--- src/rtl/po_pkg.sv ---
// Shared definitions for the polyhedral-cone point-count front end.
package po_pkg;

  // Loader control states.
  typedef enum logic [2:0] {
    StIdle,
    StLoad,
    StDrain,
    StStart,
    StRun
  } state_e;

  // Header word field layout.
  localparam int unsigned HDR_CONES_LSB = 0;
  localparam int unsigned HDR_CONES_W   = 4;
  localparam int unsigned HDR_LEN_LSB   = 8;
  localparam int unsigned HDR_LEN_W     = 16;

endpackage

--- src/rtl/po_input_loader_if.sv ---
// Word-stream handshake carrying one problem frame into the loader.
interface po_input_loader_if #(
  parameter int unsigned DATA_W = 32
) ();

  logic              s_valid;
  logic              s_ready;
  logic [DATA_W-1:0] s_data;
  logic              s_last;

  modport master (
    output s_valid,
    output s_data,
    output s_last,
    input  s_ready
  );

  modport slave (
    input  s_valid,
    input  s_data,
    input  s_last,
    output s_ready
  );

endinterface

--- src/rtl/po_input_loader.sv ---
// Frame loader: parses a header, streams the payload into the input-array RAM,
// then starts the core and waits for it to finish. Malformed frames are drained.
module po_input_loader
  import po_pkg::*;
#(
  parameter int unsigned ROWS   = 12,
  parameter int unsigned DATA_W = 32,
  parameter int unsigned ADDR_W = 8
) (
  input  logic                   clk,
  input  logic                   reset,
  po_input_loader_if.slave       s,
  output logic                   ram_wren,
  output logic [ADDR_W-1:0]      ram_addr,
  output logic [DATA_W-1:0]      ram_data,
  output logic [HDR_CONES_W-1:0] number_of_cones,
  output logic                   go_o,
  input  logic                   done_i,
  output logic                   busy,
  output logic                   frame_err,
  output logic [ADDR_W:0]        words_loaded
);

  localparam int unsigned    DEPTH  = 2 ** ADDR_W;
  localparam logic [ADDR_W:0] CntOne = 1;

  // ROWS only describes the core; reject a meaningless value at elaboration.
  if (ROWS == 0) begin : g_rows_check
    $error("po_input_loader: ROWS must be nonzero");
  end

  state_e                 state_q, state_d;
  logic [ADDR_W:0]        cnt_q, cnt_d;
  logic [ADDR_W:0]        len_q, len_d;
  logic [HDR_CONES_W-1:0] cones_q, cones_d;
  logic                   err_q, err_d;
  logic                   wr_q, wr_d;
  logic [ADDR_W-1:0]      addr_q, addr_d;
  logic [DATA_W-1:0]      data_q, data_d;
  logic                   go_q, go_d;

  logic                   beat;
  logic [HDR_LEN_W-1:0]   hdr_len;
  logic                   hdr_bad;
  logic                   final_beat;

  // Ready depends on state only; held low while reset is asserted.
  assign s.s_ready = ~reset & (state_q inside {StIdle, StLoad, StDrain});
  assign beat      = s.s_valid & s.s_ready;

  assign hdr_len    = s.s_data[HDR_LEN_LSB +: HDR_LEN_W];
  assign hdr_bad    = (hdr_len == '0) || (32'(hdr_len) > DEPTH) || s.s_last;
  assign final_beat = ((cnt_q + CntOne) == len_q);

  // Next-state and datapath decode.
  always_comb begin
    state_d = state_q;
    cnt_d   = cnt_q;
    len_d   = len_q;
    cones_d = cones_q;
    err_d   = err_q;
    wr_d    = 1'b0;
    addr_d  = addr_q;
    data_d  = data_q;
    go_d    = 1'b0;

    unique case (state_q)
      StIdle: begin
        if (beat) begin
          cones_d = s.s_data[HDR_CONES_LSB +: HDR_CONES_W];
          cnt_d   = '0;
          // N <= DEPTH is checked before use, so ADDR_W+1 bits hold it.
          len_d   = hdr_len[ADDR_W:0];
          err_d   = hdr_bad;
          if (!hdr_bad) begin
            state_d = StLoad;
          end else if (!s.s_last) begin
            state_d = StDrain;
          end
        end
      end
      StLoad: begin
        if (beat) begin
          wr_d   = 1'b1;
          addr_d = cnt_q[ADDR_W-1:0];
          data_d = s.s_data;
          cnt_d  = cnt_q + CntOne;
          if (s.s_last && final_beat) begin
            state_d = StStart;
          end else if (s.s_last) begin
            err_d   = 1'b1;
            state_d = StIdle;
          end else if (final_beat) begin
            err_d   = 1'b1;
            state_d = StDrain;
          end
        end
      end
      StDrain: begin
        if (beat && s.s_last) begin
          state_d = StIdle;
        end
      end
      StStart: begin
        // go is registered so it lands one cycle after the final write.
        go_d    = 1'b1;
        state_d = StRun;
      end
      StRun: begin
        if (done_i) begin
          state_d = StIdle;
        end
      end
      default: state_d = StIdle;
    endcase
  end

  // State and output registers, cleared asynchronously.
  always_ff @(posedge clk or posedge reset) begin
    if (reset) begin
      state_q <= StIdle;
      cnt_q   <= '0;
      len_q   <= '0;
      cones_q <= '0;
      err_q   <= 1'b0;
      wr_q    <= 1'b0;
      addr_q  <= '0;
      data_q  <= '0;
      go_q    <= 1'b0;
    end else begin
      state_q <= state_d;
      cnt_q   <= cnt_d;
      len_q   <= len_d;
      cones_q <= cones_d;
      err_q   <= err_d;
      wr_q    <= wr_d;
      addr_q  <= addr_d;
      data_q  <= data_d;
      go_q    <= go_d;
    end
  end

  assign ram_wren        = wr_q;
  assign ram_addr        = addr_q;
  assign ram_data        = data_q;
  assign number_of_cones = cones_q;
  assign go_o            = go_q;
  assign busy            = (state_q != StIdle);
  assign frame_err       = err_q;
  assign words_loaded    = cnt_q;

endmodule

--- src/flat_wrapper.sv ---
// flat-port wrapper written by rule: the top's interface ports become plain ports
module po_input_loader_flat import po_pkg::*;
#(
  parameter int unsigned ROWS   = 12,
  parameter int unsigned DATA_W = 32,
  parameter int unsigned ADDR_W = 8
)
  (clk, reset, ram_wren, ram_addr, ram_data, number_of_cones, go_o, done_i, busy, frame_err, words_loaded, s_s_valid, s_s_data, s_s_last, s_s_ready);
  po_input_loader_if #(.DATA_W(DATA_W)) s_i ();
  input  logic clk;
  input  logic reset;
  output logic ram_wren;
  output logic [ADDR_W-1:0] ram_addr;
  output logic [DATA_W-1:0] ram_data;
  output logic [HDR_CONES_W-1:0] number_of_cones;
  output logic go_o;
  input  logic done_i;
  output logic busy;
  output logic frame_err;
  output logic [ADDR_W:0] words_loaded;
  input wire logic [$bits(s_i.s_valid)-1:0] s_s_valid;
  input wire logic [$bits(s_i.s_data)-1:0] s_s_data;
  input wire logic [$bits(s_i.s_last)-1:0] s_s_last;
  output wire logic [$bits(s_i.s_ready)-1:0] s_s_ready;
  assign s_i.s_valid = s_s_valid;
  assign s_i.s_data = s_s_data;
  assign s_i.s_last = s_s_last;
  assign s_s_ready = s_i.s_ready;
  po_input_loader #(.ROWS(ROWS), .DATA_W(DATA_W), .ADDR_W(ADDR_W)) u_core (.clk(clk), .reset(reset), .s(s_i), .ram_wren(ram_wren), .ram_addr(ram_addr), .ram_data(ram_data), .number_of_cones(number_of_cones), .go_o(go_o), .done_i(done_i), .busy(busy), .frame_err(frame_err), .words_loaded(words_loaded));
endmodule
--- config.mk ---
export PLATFORM = sky130hd
export DESIGN_NAME = po_input_loader_flat
export DESIGN_NICKNAME = d
export VERILOG_FILES = /design/src/rtl/po_pkg.sv /design/src/rtl/po_input_loader_if.sv /design/src/rtl/po_input_loader.sv /design/src/flat_wrapper.sv
export SDC_FILE = /design/constraint.sdc
export NUM_CORES = 1
export LEC_CHECK = 0
export BUFFER_PORTS_ARGS = -buffer_cell sky130_fd_sc_hd__buf_4
export CAP_MARGIN = 20
export CORE_MARGIN = 2
export CORE_UTILIZATION = 25
export CTS_CLUSTER_DIAMETER = 120
export DETAILED_ROUTE_END_ITERATION = 6
export GPL_TIMING_DRIVEN = 0
export HOLD_SLACK_MARGIN = 0.1
export PLACE_DENSITY = 0.56
export RECOVER_POWER = 50
export SYNTH_ARGS = -nofsm -noshare
export SYNTH_HDL_FRONTEND = slang
export SYNTH_SLANG_ARGS = --single-unit
--- constraint.sdc ---
create_clock -name clk -period 3.1 [get_ports clk]
set_clock_uncertainty 0.2 [all_clocks]
set_input_delay 0.155 -clock clk [delete_from_list [all_inputs] [get_ports clk]]
set_output_delay 0.155 -clock clk [all_outputs]
set_load 0.05 [all_outputs]
# [Word level (Yosys, flattened, before mapping)]
# Index checks and enable logic that the tools add are counted.
[totals] ff_bits=68 latch_bits=0 ramBits=0 romBits=0 inputBits=37 wordCells=63 memories=0
[classes] addsub=1 n_mul=0 div_mod_pow=0 magnitude_cmp=1 n_eq_ne=13 n_shift=0 n_mux=22 bitwise=3 n_reduce_logical=14
[ops] cell="two-way mux 3 bit" count=9
[ops] cell="two-way mux 9 bit" count=2
[ops] cell="case mux 9 bit (2 select lines)" count=1
[ops] cell="> comparator 16 x 9 -> 1 bit (second input constant)" count=1
[ops] cell="zero test 16 bit" count=1
[ops] cell="case mux 3 bit (5 select lines)" count=1
[ops] cell="adder 9 x 1 -> 9 bit (second input constant)" count=1
[ops] cell="== test 9 bit" count=1
[ops] cell="two-way mux 1 bit" count=8
[ops] cell="== test 3 x 2 -> 1 bit (second input constant)" count=2
[ops] cell="inequality test 2 bit (second input constant)" count=3
[ops] cell="AND reduction 6 bit" count=1
[ops] cell="nonzero test 3 bit" count=2
[ops] cell="AND reduction 5 bit" count=1
[ops] cell="inequality test 2 x 1 -> 1 bit (second input constant)" count=2
[ops] cell="inequality test 4 x 3 -> 1 bit (second input constant)" count=1
[ops] cell="AND reduction 2 bit" count=2
[ops] cell="== test 3 x 1 -> 1 bit (second input constant)" count=1
[ops] cell="== test 3 bit (second input constant)" count=1
[ops] cell="zero test 3 bit" count=1
[ops] cell="inequality test 3 x 2 -> 1 bit (second input constant)" count=1
[ops] cell="inequality test 3 bit (second input constant)" count=1
[ops] cell="AND reduction 3 bit" count=1
[ops] cell="AND 1 bit" count=2
[ops] cell="other kinds (5)" count=7

# [Depth between registers and ports, before layout]
[depth] depth_word=7 depth_mapped=10

# [Worst setup path before layout]
# OpenSTA, ideal clock, no wires.
[synth_path] kind="register -> register" start="reg u_core.cnt_q[0] (netlist: u_core.words_loaded[0])" end="reg u_core.err_q (netlist: u_core.frame_err)" setup_time_ns=0.124 t_arrival_ns=2.406 required_time_ns=2.776 slack_ns=0.370 path_stages_with_launch=11 n_path_buf=2 synth_period_minus_slack_ns=2.730 path_cell_list="dfrtp_1 > ha_1 > and3_1 > buf_4 > and3_4 > buf_6 > xnor2_1 > a211oi_2 > nand3_2 > xnor2_2 > o31a_1"
[synth_between] elab_chain_len=5 elab_cells_between_ends=6 classes_between="add/sub (1); eq/ne (3); reduce/logical (2)"
[synth_rtl] item="start, declared" line="po_input_loader.sv:33" text="logic [ADDR_W:0] cnt_q, cnt_d;"
[synth_rtl] item="start signal, assigned" line="po_input_loader.sv:132" text="cnt_q <= cnt_d;"
[synth_rtl] item="adder 9 x 1 -> 9 bit (*)" line="po_input_loader.sv:53" text="assign final_beat = ((cnt_q + CntOne) == len_q);"
[synth_rtl] item="== test 9 bit (*)" line="po_input_loader.sv:53"
[synth_rtl] item="logical AND 1 bit" line="po_input_loader.sv:88" text="if (s.s_last && final_beat) begin"
[synth_rtl] item="inequality test 2 bit (no line)"
[synth_rtl] item="AND reduction 5 bit (no line) (*)"
[synth_rtl] item="end signal, assigned" line="po_input_loader.sv:135" text="err_q <= err_d;"
[synth_rtl] item="end, declared" line="po_input_loader.sv:36" text="logic err_q, err_d;"
# Every way passes the cells marked *; elsewhere a longest branch is shown, timed or not.
# A chain may end at the register's enable or synchronous reset.

# [Final worst setup path]
# Same ends and word-level chain as after synthesis.

==> impl_results.md <==
- Outcome: finished, final reports clean
- Hold WC Path Type: reg2reg
- Asr flop ratio synth: 100%
- Clock sinks: 68
- Worst hold path stage count: 2
- Switching power: about 700 µW
- Clock Path Buffers: 2
- Synthesized instance count: approximately 320
- Hpwl dp: slightly below 6000 µm
- Yosys cell types: 43
- Vias in the first global route: roughly 2700
- Synth area leaders: dfrtp_1 (56%), nand2_1 (16%), mux2_2 (4.8%)
- Reg2reg path depth: 10
- Internal Power: 2.01 mW
- Syn avg cell area: 9.55 µm²
- Final setup violation count: 0
- Port bufs: 94
- Starting Density: between 20% and 30%
- Antenna cells: 0
- Routed length per instance: 14.1 µm
- Clock Power Share: 46.4%
- Gr ovfl total: 0
- Layout Cells excl Fill: around 610
- HP Start: u_core.ram_data[25]
- Post-synth top area cell: dfrtp_1
- Num ports: 95
- Antenna violation net count after detailed routing: 0
- Overall Global Routing Usage: 13.8%
- Cell Area, Synth: about 3000 µm²
- Sw Share: 25.6%
- Core ar.: 12000 µm²
- Fmax achieved: 377 MHz
- Crit path time final: 2650 ps
- Max H-tree Level: 3
- Post-synth EDFFs: 0
- Clock transition at path regs: 50 ps
- Flop-to-flop setup slack: around 450 ps
- Hold EP: u_core.ram_data[25]
- CTS buffer count: 9
- Antenna violations before repair: 0
- Max cap viols: 0
- Area delta synth->final: 46.2%
- Crit path capture type: flip-flop
- RSZ-0062 raised after global routing: no
- Combinational power share: 15.9%
- Final-report hold violation count: 0
- Worst Path Required: ~3100 ps
- First-pass GRT wire length: 13900 µm
- Gpl congestion: approximately 0.9
- Seq pwr share: 37.7%
- Setup TNS: 0 ps
- DRT iter0 DRCs: 76
- # nets final: between 400 and 500
- # rows: 40
- Ys Warns: 0
- Vias per cell: roughly 4.5
- Yosys reg bits: 68
- Clock root buffer: clkbuf_16
- Worst R2R Start: u_core.words_loaded[0]
- CP Class: reg2reg
- Post-synth top area share: 55.8%
- Most common cell in the synthesized netlist: nand2_1
- Util after Layout: between 30% and 40%
- Final Cycle Share: 85.6%
- Final WS setup: 448 ps
- Via count: approximately 2800
- Predominant post-synthesis flop cell: dfrtp_1
- Die Y: 114 µm
- CP startpoint kind: flip-flop
- Critical path data arrival time: 2670 ps
- Place WS: 429 ps
- CTS tree: built
- Worst slew pin tran: between 1000 and 1500 ps
- Pin count of the biggest net entering global routing: 69
- Placed Instances: 560
- Layout cell share with drive strength beyond 1: between 15 and 20%
- Syn_nets: 357
- Post-synth top cells: nand2_1 (129), dfrtp_1 (68), mux2_2 (13), o21ai_0 (13)
- Die area: 13100 µm²
- Final Max Tran Viols: 0
- Die Span X: approximately 110 µm
- Max FO, Critical Path: 8
- Sequential share of the synthesized area: 55.8%
- Drt first pass iters: 5
- Clock latency on the worst-skew pair: 330 ps
- # DRC: 0
- Pleak: between 2 and 2.5 nW
- FF-to-FF End: u_core.frame_err
- DRT Wirelength: 8620 µm
- Pwr/cell area: slightly above 600 nW/µm²
- Peak supply drop: 0.302 mV
- Slew headroom: under 10%
[state kept, by name, summed over array words and instances, names as in the netlist]
name	count
u_core.go_o	1
u_core.number_of_cones	4
u_core.len_q	9
u_core.ram_data	32
u_core.words_loaded	9
u_core.state_q	3
u_core.ram_addr	8
u_core.ram_wren	1
u_core.frame_err	1
[power by group through the flow]
| stage | sequential [mW] | combinational (mW) | clock, mW |
|---|---|---|---|
| detailed placement | 1.03 | 0.420 | 0 |
| finish | 1.02 | 0.428 | 1.25 |
| global route | 1.03 | 0.461 | 1.33 |
| global placement | 1.03 | 0.412 | 0 |
| floorplan | 1.11 | 0.198 | 0 |
| CTS | 1.02 | 0.457 | 1.28 |
[kinds of logic after synthesis]
group,count (synthesis),share of synthesized area (%)
compound gates,38,9.32
buf+inv,24,3.53
mux,14,5.13
xor+xnor,13,3.98
simple gates,161,21.8
fa+ha+maj,1,0.410
flops,68,55.8
[cell usage in the layout, fill, tap and decap left out, drive strengths merged, types with 4 or more instances in the layout]
cell type	instances
nand2	129
clkbuf	73
dfrtp	68
buf	45
dlygate4sd3	36
o21ai	13
mux2	13
inv	9
nand3	9
nor2	8
xor2	7
xnor2	6
a21oi	5
nor4	4
a22o	4
bufinv	4
[metrics by stage]
| stage | hold slack [ps] | area (µm²) | total power [mW] |
|---|---|---|---|
| finish | 271 | 4460 | 2.69 |
| global route | 296 | 4460 | 2.81 |
| CTS | 277 | 4660 | 2.76 |
| detailed placement | 149 | 3940 | 1.45 |
| global placement | 147 | 3940 | 1.44 |
| floorplan | 60.4 | 3050 | 1.31 |
[layer usage]
metal | share of wire [%] | up-vias | GRT usage [%]
li1 | - | 1340 | -
met1 | 45 | 1325 | 18.1
met2 | 48 | 89 | 21.4
met3 | 3.5 | 22 | 2.59
met4 | 3.2 | 0 | 7.72
met5 | 0 | - | 0
[cell type report]
| cell class | instances | area [µm²] |
|---|---|---|
| inverters | 9 | 33.8 |
| clock buffers | 9 | 225 |
| well taps | 147 | 184 |
| repair buffers | 130 | 860 |
| plain buffers | 15 | 73.8 |
| clock inverters | 7 | 139 |
| multi-input cells | 227 | 1240 |
| fillers | 1220 | 7510 |
| flip-flops and latches | 68 | 1700 |
[how the worst max path moves through the flow]
stage / endpoint / cells after the start / from
global route: u_core.frame_err / 10 / u_core.words_loaded[0]
floorplan: u_core.frame_err / 10 / u_core.words_loaded[0]
CTS: u_core.frame_err / 10 / u_core.words_loaded[0]
finish: u_core.frame_err / 10 / u_core.words_loaded[0]
global placement: u_core.ram_data[10] / 2 / reset
detailed placement: u_core.frame_err / 10 / u_core.words_loaded[0]
[worst max-delay path: stages, from the launching register on]
cell and delay [ps]:
dfrtp_1 470, ha_1 310, and3_1 200, buf_4 150, and3_4 170, buf_6 120
xnor2_1 140, a211oi_2 250, nand3_2 130, xnor2_2 160, o31a_1 230
[what timing repair did]
item,CTS,global route
endpoints found under the hold margin,117,0
resized for setup,0,0
hold buffers,36,0
buffers inserted,0,0
setup endpoints to repair,0,0
Power figures use the tool's default switching activity.
